### config.mk
export PLATFORM = sky130hd
export DESIGN_NAME = pal_access_sched_flat
export DESIGN_NICKNAME = d
export VERILOG_FILES = /design/src/rtl/pal_access_sched_if.sv /design/src/rtl/pal_access_sched.sv /design/src/flat_wrapper.sv
export SDC_FILE = /design/constraint.sdc
export NUM_CORES = 1
export LEC_CHECK = 0
export ABC_CLOCK_PERIOD_IN_PS = 2200
export CORE_MARGIN = 3
export CORE_UTILIZATION = 42
export DETAILED_ROUTE_END_ITERATION = 16
export PLACE_DENSITY_LB_ADDON = 0.2
export SETUP_SLACK_MARGIN = 0.1
export SYNTH_ARGS = -nofsm -noshare
export SYNTH_HDL_FRONTEND = slang
export SYNTH_SLANG_ARGS = --single-unit
### constraint.sdc
create_clock -name clk_24m -period 2.2 [get_ports clk_24m]
set_input_delay 0.55 -clock clk_24m [delete_from_list [all_inputs] [get_ports clk_24m]]
set_output_delay 0.55 -clock clk_24m [all_outputs]
set_load 0.01 [all_outputs]
### src/rtl/pal_access_sched_if.sv
// Bundle of the video, CPU and palette-RAM signals that pal_access_sched arbitrates.
// The slave modport is the scheduler; the master modport is its surroundings.
interface pal_access_sched_if;
  logic        vid_req;
  logic [12:0] vid_addr;
  logic [15:0] vid_dout;
  logic        vid_valid;

  logic        cpu_req;
  logic        cpu_we;
  logic [12:0] cpu_addr;
  logic [15:0] cpu_din;
  logic [15:0] cpu_dout;
  logic        cpu_ack;
  logic        cpu_wait;

  logic [12:0] pal_addr;
  logic        pal_we;
  logic [15:0] pal_dout;
  logic [15:0] pal_din;

  modport slave (
    input  vid_req, vid_addr, cpu_req, cpu_we, cpu_addr, cpu_din, pal_din,
    output vid_dout, vid_valid, cpu_dout, cpu_ack, cpu_wait, pal_addr, pal_we, pal_dout
  );

  modport master (
    output vid_req, vid_addr, cpu_req, cpu_we, cpu_addr, cpu_din, pal_din,
    input  vid_dout, vid_valid, cpu_dout, cpu_ack, cpu_wait, pal_addr, pal_we, pal_dout
  );
endinterface

### src/rtl/pal_access_sched.sv
// Fixed-slot palette RAM scheduler: 8-cycle frame on clk_24m, video slot P0-P1, CPU slot P4-P5,
// plus 12M/6M/3M enable strobes. Define PAL_SCHED_CPU_FILL_EN to let the CPU use idle video slots.
//
// state    | meaning
// ST_IDLE  | no RAM access in progress
// ST_VID   | video read in progress (P0-P1)
// ST_CPU   | CPU access in progress (P4-P5, or P0-P1 when filling an idle video slot)
module pal_access_sched (
  input  logic                      clk_24m,
  input  logic                      reset,
  pal_access_sched_if.slave         bus,
  output logic                      ce_12m,
  output logic                      ce_6m,
  output logic                      ce_3m
);

  localparam logic [1:0] ST_IDLE = 2'd0;
  localparam logic [1:0] ST_VID  = 2'd1;
  localparam logic [1:0] ST_CPU  = 2'd2;

  logic [2:0]  p_q, p_d;
  logic [1:0]  state_q, state_d;
  logic        ce_12m_q, ce_12m_d;
  logic        ce_6m_q, ce_6m_d;
  logic        ce_3m_q, ce_3m_d;
  logic [12:0] pal_addr_q, pal_addr_d;
  logic        pal_we_q, pal_we_d;
  logic [15:0] pal_dout_q, pal_dout_d;
  logic [15:0] vid_dout_q, vid_dout_d;
  logic        vid_valid_q, vid_valid_d;
  logic [15:0] cpu_dout_q, cpu_dout_d;
  logic        cpu_ack_q, cpu_ack_d;

  always_comb begin
    p_d         = p_q + 3'd1;
    // strobes are computed from the next phase so they are high while P holds that value
    ce_12m_d    = p_d[0];
    ce_6m_d     = (p_d[1:0] == 2'b11);
    ce_3m_d     = (p_d == 3'd7);

    state_d     = state_q;
    pal_addr_d  = pal_addr_q;
    pal_we_d    = pal_we_q;
    pal_dout_d  = pal_dout_q;
    vid_dout_d  = vid_dout_q;
    vid_valid_d = 1'b0;
    cpu_dout_d  = cpu_dout_q;
    cpu_ack_d   = 1'b0;

    case (state_q)
      ST_IDLE: begin
        if (p_q == 3'd7 && bus.vid_req) begin
          state_d    = ST_VID;
          pal_addr_d = bus.vid_addr;
          pal_we_d   = 1'b0;
`ifdef PAL_SCHED_CPU_FILL_EN
        end else if (p_q == 3'd7 && bus.cpu_req) begin
          state_d    = ST_CPU;
          pal_addr_d = bus.cpu_addr;
          pal_dout_d = bus.cpu_din;
          pal_we_d   = bus.cpu_we;
`endif
        end else if (p_q == 3'd3 && bus.cpu_req) begin
          state_d    = ST_CPU;
          pal_addr_d = bus.cpu_addr;
          pal_dout_d = bus.cpu_din;
          pal_we_d   = bus.cpu_we;
        end
      end
      ST_VID: begin
        if (p_q == 3'd1) begin
          state_d     = ST_IDLE;
          vid_dout_d  = bus.pal_din;
          vid_valid_d = 1'b1;
        end
      end
      ST_CPU: begin
        // a CPU slot always ends after its second cycle (P1 or P5)
        if (p_q[1:0] == 2'b01) begin
          state_d   = ST_IDLE;
          pal_we_d  = 1'b0;
          cpu_ack_d = 1'b1;
          if (!pal_we_q) begin
            cpu_dout_d = bus.pal_din;
          end
        end
      end
      default: begin
        state_d  = ST_IDLE;
        pal_we_d = 1'b0;
      end
    endcase
  end

  always_ff @(posedge clk_24m) begin
    if (reset) begin
      p_q         <= 3'b100;
      state_q     <= ST_IDLE;
      ce_12m_q    <= 1'b0;
      ce_6m_q     <= 1'b0;
      ce_3m_q     <= 1'b0;
      pal_addr_q  <= 13'd0;
      pal_we_q    <= 1'b0;
      pal_dout_q  <= 16'd0;
      vid_dout_q  <= 16'd0;
      vid_valid_q <= 1'b0;
      cpu_dout_q  <= 16'd0;
      cpu_ack_q   <= 1'b0;
    end else begin
      p_q         <= p_d;
      state_q     <= state_d;
      ce_12m_q    <= ce_12m_d;
      ce_6m_q     <= ce_6m_d;
      ce_3m_q     <= ce_3m_d;
      pal_addr_q  <= pal_addr_d;
      pal_we_q    <= pal_we_d;
      pal_dout_q  <= pal_dout_d;
      vid_dout_q  <= vid_dout_d;
      vid_valid_q <= vid_valid_d;
      cpu_dout_q  <= cpu_dout_d;
      cpu_ack_q   <= cpu_ack_d;
    end
  end

  assign ce_12m        = ce_12m_q;
  assign ce_6m         = ce_6m_q;
  assign ce_3m         = ce_3m_q;
  assign bus.pal_addr  = pal_addr_q;
  assign bus.pal_we    = pal_we_q;
  assign bus.pal_dout  = pal_dout_q;
  assign bus.vid_dout  = vid_dout_q;
  assign bus.vid_valid = vid_valid_q;
  assign bus.cpu_dout  = cpu_dout_q;
  assign bus.cpu_ack   = cpu_ack_q;
  assign bus.cpu_wait  = bus.cpu_req & ~cpu_ack_q;

endmodule
### src/flat_wrapper.sv
// flat-port wrapper written by rule: the top's interface ports become plain ports
module pal_access_sched_flat 
  (clk_24m, reset, ce_12m, ce_6m, ce_3m, bus_vid_req, bus_vid_addr, bus_cpu_req, bus_cpu_we, bus_cpu_addr, bus_cpu_din, bus_pal_din, bus_vid_dout, bus_vid_valid, bus_cpu_dout, bus_cpu_ack, bus_cpu_wait, bus_pal_addr, bus_pal_we, bus_pal_dout);
  pal_access_sched_if bus_i ();
  input  logic clk_24m;
  input  logic reset;
  output logic ce_12m;
  output logic ce_6m;
  output logic ce_3m;
  input wire logic [$bits(bus_i.vid_req)-1:0] bus_vid_req;
  input wire logic [$bits(bus_i.vid_addr)-1:0] bus_vid_addr;
  input wire logic [$bits(bus_i.cpu_req)-1:0] bus_cpu_req;
  input wire logic [$bits(bus_i.cpu_we)-1:0] bus_cpu_we;
  input wire logic [$bits(bus_i.cpu_addr)-1:0] bus_cpu_addr;
  input wire logic [$bits(bus_i.cpu_din)-1:0] bus_cpu_din;
  input wire logic [$bits(bus_i.pal_din)-1:0] bus_pal_din;
  output wire logic [$bits(bus_i.vid_dout)-1:0] bus_vid_dout;
  output wire logic [$bits(bus_i.vid_valid)-1:0] bus_vid_valid;
  output wire logic [$bits(bus_i.cpu_dout)-1:0] bus_cpu_dout;
  output wire logic [$bits(bus_i.cpu_ack)-1:0] bus_cpu_ack;
  output wire logic [$bits(bus_i.cpu_wait)-1:0] bus_cpu_wait;
  output wire logic [$bits(bus_i.pal_addr)-1:0] bus_pal_addr;
  output wire logic [$bits(bus_i.pal_we)-1:0] bus_pal_we;
  output wire logic [$bits(bus_i.pal_dout)-1:0] bus_pal_dout;
  assign bus_i.vid_req = bus_vid_req;
  assign bus_i.vid_addr = bus_vid_addr;
  assign bus_i.cpu_req = bus_cpu_req;
  assign bus_i.cpu_we = bus_cpu_we;
  assign bus_i.cpu_addr = bus_cpu_addr;
  assign bus_i.cpu_din = bus_cpu_din;
  assign bus_i.pal_din = bus_pal_din;
  assign bus_vid_dout = bus_i.vid_dout;
  assign bus_vid_valid = bus_i.vid_valid;
  assign bus_cpu_dout = bus_i.cpu_dout;
  assign bus_cpu_ack = bus_i.cpu_ack;
  assign bus_cpu_wait = bus_i.cpu_wait;
  assign bus_pal_addr = bus_i.pal_addr;
  assign bus_pal_we = bus_i.pal_we;
  assign bus_pal_dout = bus_i.pal_dout;
  pal_access_sched u_core (.clk_24m(clk_24m), .reset(reset), .bus(bus_i), .ce_12m(ce_12m), .ce_6m(ce_6m), .ce_3m(ce_3m));
endmodule
== Word level (Yosys, flattened, before mapping) ==
Index checks and enable logic that the tools add are counted.

* Flip-flop bits (word level): 72
* Input port bits: 63
* Output and inout bits: 68
* Logic and storage cells: 55

* Add/sub/neg operators: 1
* Equality and inequality tests: 11
* Muxes and demuxes: 13
* Bitwise logic cells: 6
* Reductions and logical operators: 12

{| class="wikitable"
|+ Operators with widths
! operator !! number
|-
| 13-bit 2-to-1 mux || 2
|-
| 3-bit AND reduction || 4
|-
| 2-bit 2-to-1 mux || 4
|-
| 3-bit equality test, second input constant || 2
|-
| 2-bit one-hot mux with 3 select lines || 1
|-
| 1-bit 2-to-1 mux || 5
|-
| 1-bit inverter || 5
|-
| 2-bit by 1-bit equality test with 1-bit output, second input constant || 2
|-
| 2-bit equality test, second input constant || 2
|-
| 2-bit by 1-bit != test with 1-bit output, second input constant || 2
|-
| 2-bit AND reduction || 2
|-
| 2-bit OR reduction || 2
|-
| 3-bit by 1-bit adder with 3-bit output, second input constant || 1
|-
| 3-bit by 1-bit equality test with 1-bit output, second input constant || 1
|-
| 3-bit by 2-bit equality test with 1-bit output, second input constant || 1
|-
| 3-bit by 1-bit != test with 1-bit output, second input constant || 1
|-
| 1-bit one-hot mux with 3 select lines || 1
|-
| 1-bit logical AND || 2
|-
| 2-bit logical NOT || 1
|-
| 2-bit nonzero test || 1
|-
| 1-bit AND || 1
|}

== Longest topological paths before layout ==
* Depth after elaboration: 5
* Gate-level depth with buffers: 7

== Worst setup path after synthesis ==
No wires, ideal clock.

* Kind: reg2reg
* From: reg u_core.p_q[0]
* To: reg u_core.pal_dout_q[10] (netlist: u_core.bus.pal_dout[10])
* Data arrival time: 1.518 ns
* Data required time: 2.068 ns
* Path slack: 0.550 ns
* Cell stages (with the launch flop): 7
* Path buffers: 1
* Cells stage by stage: dfxtp_1 -> ha_1 -> ha_1 -> nand2_1 -> buf_2 -> o31ai_2 -> a21oi_1

* Longest elaborated chain between the ends: 4
* Elaborated cells on any way between the ends: 6
* Those cells by class: 2 x eq/ne; 1 x bitwise; 3 x reduce/logical

{| class="wikitable"
|+ Ends and longest elaborated chain
! element !! RTL line !! source
|-
| from (decl) || pal_access_sched.sv:21 || <nowiki>logic [2:0] p_q, p_d;</nowiki>
|-
| from (signal assigned) || pal_access_sched.sv:110 || <nowiki>p_q <= p_d;</nowiki>
|-
| 3-bit equality test || pal_access_sched.sv:52 || <nowiki>if (p_q == 3'd7 && bus.vid_req) begin</nowiki>
|-
| 1-bit logical AND || pal_access_sched.sv:52 ||
|-
| 1-bit inverter (no line) || n/a ||
|-
| 3-bit AND reduction (no line) * || n/a ||
|-
| to (signal assigned) || pal_access_sched.sv:117 || <nowiki>pal_dout_q <= pal_dout_d;</nowiki>
|-
| to (decl) || pal_access_sched.sv:28 || <nowiki>logic [15:0] pal_dout_q, pal_dout_d;</nowiki>
|}

Every way passes the cells marked *; elsewhere a longest branch is shown, timed or not.
A chain may end at the register's enable or synchronous reset.

== Final worst setup path ==
* From: in bus_cpu_req
* To: out bus_cpu_wait

* Longest elaborated chain between the ends: 1

{| class="wikitable"
|+ Ends and longest elaborated chain
! element !! RTL line !! source
|-
| from (decl) || flat_wrapper.sv:12 || <nowiki>input wire logic [$bits(bus_i.cpu_req)-1:0] bus_cpu_req;</nowiki>
|-
| 1-bit AND || pal_access_sched.sv:135 || <nowiki>assign bus.cpu_wait = bus.cpu_req & ~cpu_ack_q;</nowiki>
|-
| to (decl) || flat_wrapper.sv:21 || <nowiki>output wire logic [$bits(bus_i.cpu_wait)-1:0] bus_cpu_wait;</nowiki>
|}

Every way passes these cells.

==> run_results.csv <==
group,metric,value,unit
global_route,grt_pass1_wl,14100,µm
cells_and_area,final_util,68.2,%
logic_synthesis,synth-seq-area-share,48.2,%
outcome,status,"complete, no violations",
timing,clock_skew,0.00939,ns
place,pre_cts_slack,-0.0776,ns
logic_synthesis,synth_cell_types,32,
timing,slew_violations,0,
worst_setup_path,crit_arrival,1.44,ns
logic_synthesis,yosys_warnings,0,
floorplanning,start_util,44.9,%
floorplanning,fp.dieH,89.8,µm
power_and_ir_drop,p_comb_share,10.1,%
cts,cts_tree,"done",
min_path,min-delay-path-class,"register to register",
worst_setup_path,worst-path-max-fanout,2,
detailed_routing,totalWireLength,8490,µm
logic_synthesis,synth_edf_count,0,
logic_synthesis,yosysTopAreaCell,"dfxtp_1",
detailed_routing,vias_per_cell,5.26,
worst_setup_path,crit_required,1.65,ns
power_and_ir_drop,p_sw,0.599,mW
worst_setup_path,worstSetupStartpointType,"input port",
detailed_routing,drt_iter0_markers,106,
cells_and_area,nets,530,
floorplanning,dieArea,8070,µm²
power_and_ir_drop,total_power,2.57,mW
place,io_buffers,130,
cts,h-tree-depth,3,
global_route,grt_pass1_vias,2916,
place,dpl_cell_area,4290,µm²
cells_and_area,diodes,0,
global_route,grt_usage,20.9,%
power_and_ir_drop,powerDensity,575,nW/µm²
logic_synthesis,synth-main-ff-cell,"dfxtp_1",
worst_setup_path,critical_path_class,"input port to output pin",
power_and_ir_drop,pwr-share-seq,51.0,%
logic_synthesis,synth_nets,411,
global_route,gr-total-overflow,0,
floorplanning,rows,29,
floorplanning,die_w,89.8,µm
logic_synthesis,syn_area,2950,µm²
timing,fin_setup_tns,0,ns
cts,numCtsBuffers,9,
logic_synthesis,async_reset_ff_share,0,%
timing,tightest_slew,0.896,ns
timing,slew_headroom,40.3,%
cts,clk_latency,0.33,ns
job,drv_cap,0,
timing,rsz0062_at_grt,"false",
detailed_routing,ant_nets,0,
power_and_ir_drop,peakVddDrop,463,µV
detailed_routing,vias,2944,
logic_synthesis,synth_most_common_cell,"nand2_1",
detailed_routing,firstDrtPassIters,4,
place,gp_congestion,0.762,
logic_synthesis,synthTopCellsByCount,"nand2_1 (92), dfxtp_1 (71), a21oi_1 (61)",
logic_synthesis,synth.ff_latch_count,71,
cts,clk_path_buf_depth,2,
floorplanning,core,6570,µm²
worst_setup_path,rrSetupSlack,0.34,ns
place,dp_hpwl,5930,µm
cts,clk_pin_slew_worst_paths,0.08,ns
logic_synthesis,netlist_instances,343,
cts,cts.sinks,71,
power_and_ir_drop,switching_share,23.3,%
timing,fin_crit_sh,90.5,%
cts,root_buffer,"clkbuf_8",
timing,finalCriticalPeriod,1.99,ns
timing,setup_ws,0.209,ns
cells_and_area,syn2layout_area_growth,51.9,%
global_route,grt_max_degree,32,
power_and_ir_drop,p_leak,1.51,nW
detailed_routing,route.detailed.drc,0,
cells_and_area,drive_gt1_share,9.21,%
logic_synthesis,synth.avg_cell_area,8.60,µm²
timing,max_freq,0.502,GHz
power_and_ir_drop,p_clk_share,38.8,%
worst_setup_path,endpoint_kind,"output pin",
logic_synthesis,synth.area.top_cells,"dfxtp_1 (48%), nand2_1 (12%), a21oi_1 (10%)",
power_and_ir_drop,p_int,1.98,mW
timing,hold_violations,0,
timing,setup_viol,0,
detailed_routing,wl_per_cell,15.2,µm
global_route,antenna_found_initial,0,
floorplanning,num_io_pins,131,
cells_and_area,finalInstanceArea,4480,µm²
logic_synthesis,synth_top_area_share,48.2,%
## routing by layer
metal	track usage (%)	part of all wire, %	up-vias
met5	0	0	-
met4	8.05	1.6	0
met3	5.09	6.7	12
met2	35.4	48	102
met1	25.6	43	1395
li1	-	-	1435
## final timing paths
check | endpoint | depth (start not counted) | start
hold / removal | u_core.bus.vid_dout[9] | 2 | u_core.bus.vid_dout[9]
hold reg to reg | u_core.bus.vid_dout[9] | 2 | u_core.bus.vid_dout[9]
setup reg to reg | u_core.bus.pal_addr[1] | 3 | u_core.state_q[1]
setup / recovery | bus_cpu_wait | 3 | bus_cpu_req
## cells in the final DEF (no fill, tap or decap), types with 2 or more instances in the layout
cell             count
o31ai_2             10
a311oi_1            14
clkbuf_8             9
clkinv_2             3
clkdlybuf4s50_1    128
buf_12               2
inv_1                4
and4bb_2             2
nand4bb_1            2
ha_1                 5
a21oi_1             61
nand2b_1             3
nor2_1               3
nor2b_1              4
nand2_1             92
and2_1               2
nand4_1             16
dfxtp_1             71
buf_4               11
nor3_1               2
o31ai_1              6
## cells by family after synthesis
logic type / share of synthesized area, %
fa+ha+maj: 2.12
compound gates: 21.9
buf+inv: 7.04
flops: 48.2
simple gates: 20.8
## final cells by class
class | instances | area (µm²)
fill | 580 | 2090
multi-input combinational | 233 | 1320
sequential | 71 | 1420
clock inverter | 6 | 61.3
tap | 93 | 116
clock buffer | 10 | 128
timing repair buffer | 143 | 1420
inverter | 4 | 15.0
## state kept, by name (all words and copies together) (netlist names)
signal and count:
u_core.bus.vid_valid 1, u_core.p_q 3, u_core.bus.pal_we 1, u_core.bus.vid_dout 16, u_core.bus.pal_dout 16, u_core.ce_3m 1
u_core.state_q 2, u_core.bus.cpu_dout 16, u_core.bus.cpu_ack 1, u_core.ce_6m 1, u_core.bus.pal_addr 13
## critical path: stages
cell and delay [ns]:
clkdlybuf4s50_1 0.47, nor2b_1 0.14, dlygate4sd2_1 0.28
## per-stage QoR
stage / hold WS [ns] / cells
finish: 0.454 / 560
global route: 0.477 / 560
CTS: 0.456 / 560
detailed placement: 0.446 / 544
global placement: 0.441 / 544
floorplan: 0.481 / 343
## power by group through the flow
stage,logic [mW],registers [mW],clock network [mW]
2_1_floorplan,0.0903,1.35,0
3_3_place_gp,0.258,1.34,0
3_5_place_dp,0.261,1.34,0
4_1_cts,0.262,1.31,1.02
5_1_grt,0.283,1.32,1.06
6_report,0.261,1.31,1.00
## what timing repair did
| action | 4_1_cts | 5_1_grt |
|---|---|---|
| hold buffers | 0 | 0 |
| resized for setup | 1 | 0 |
| setup buffers | 0 | 0 |
| setup endpoints to repair | 1 | 0 |
No activity file was read; power rests on OpenSTA's default activity.
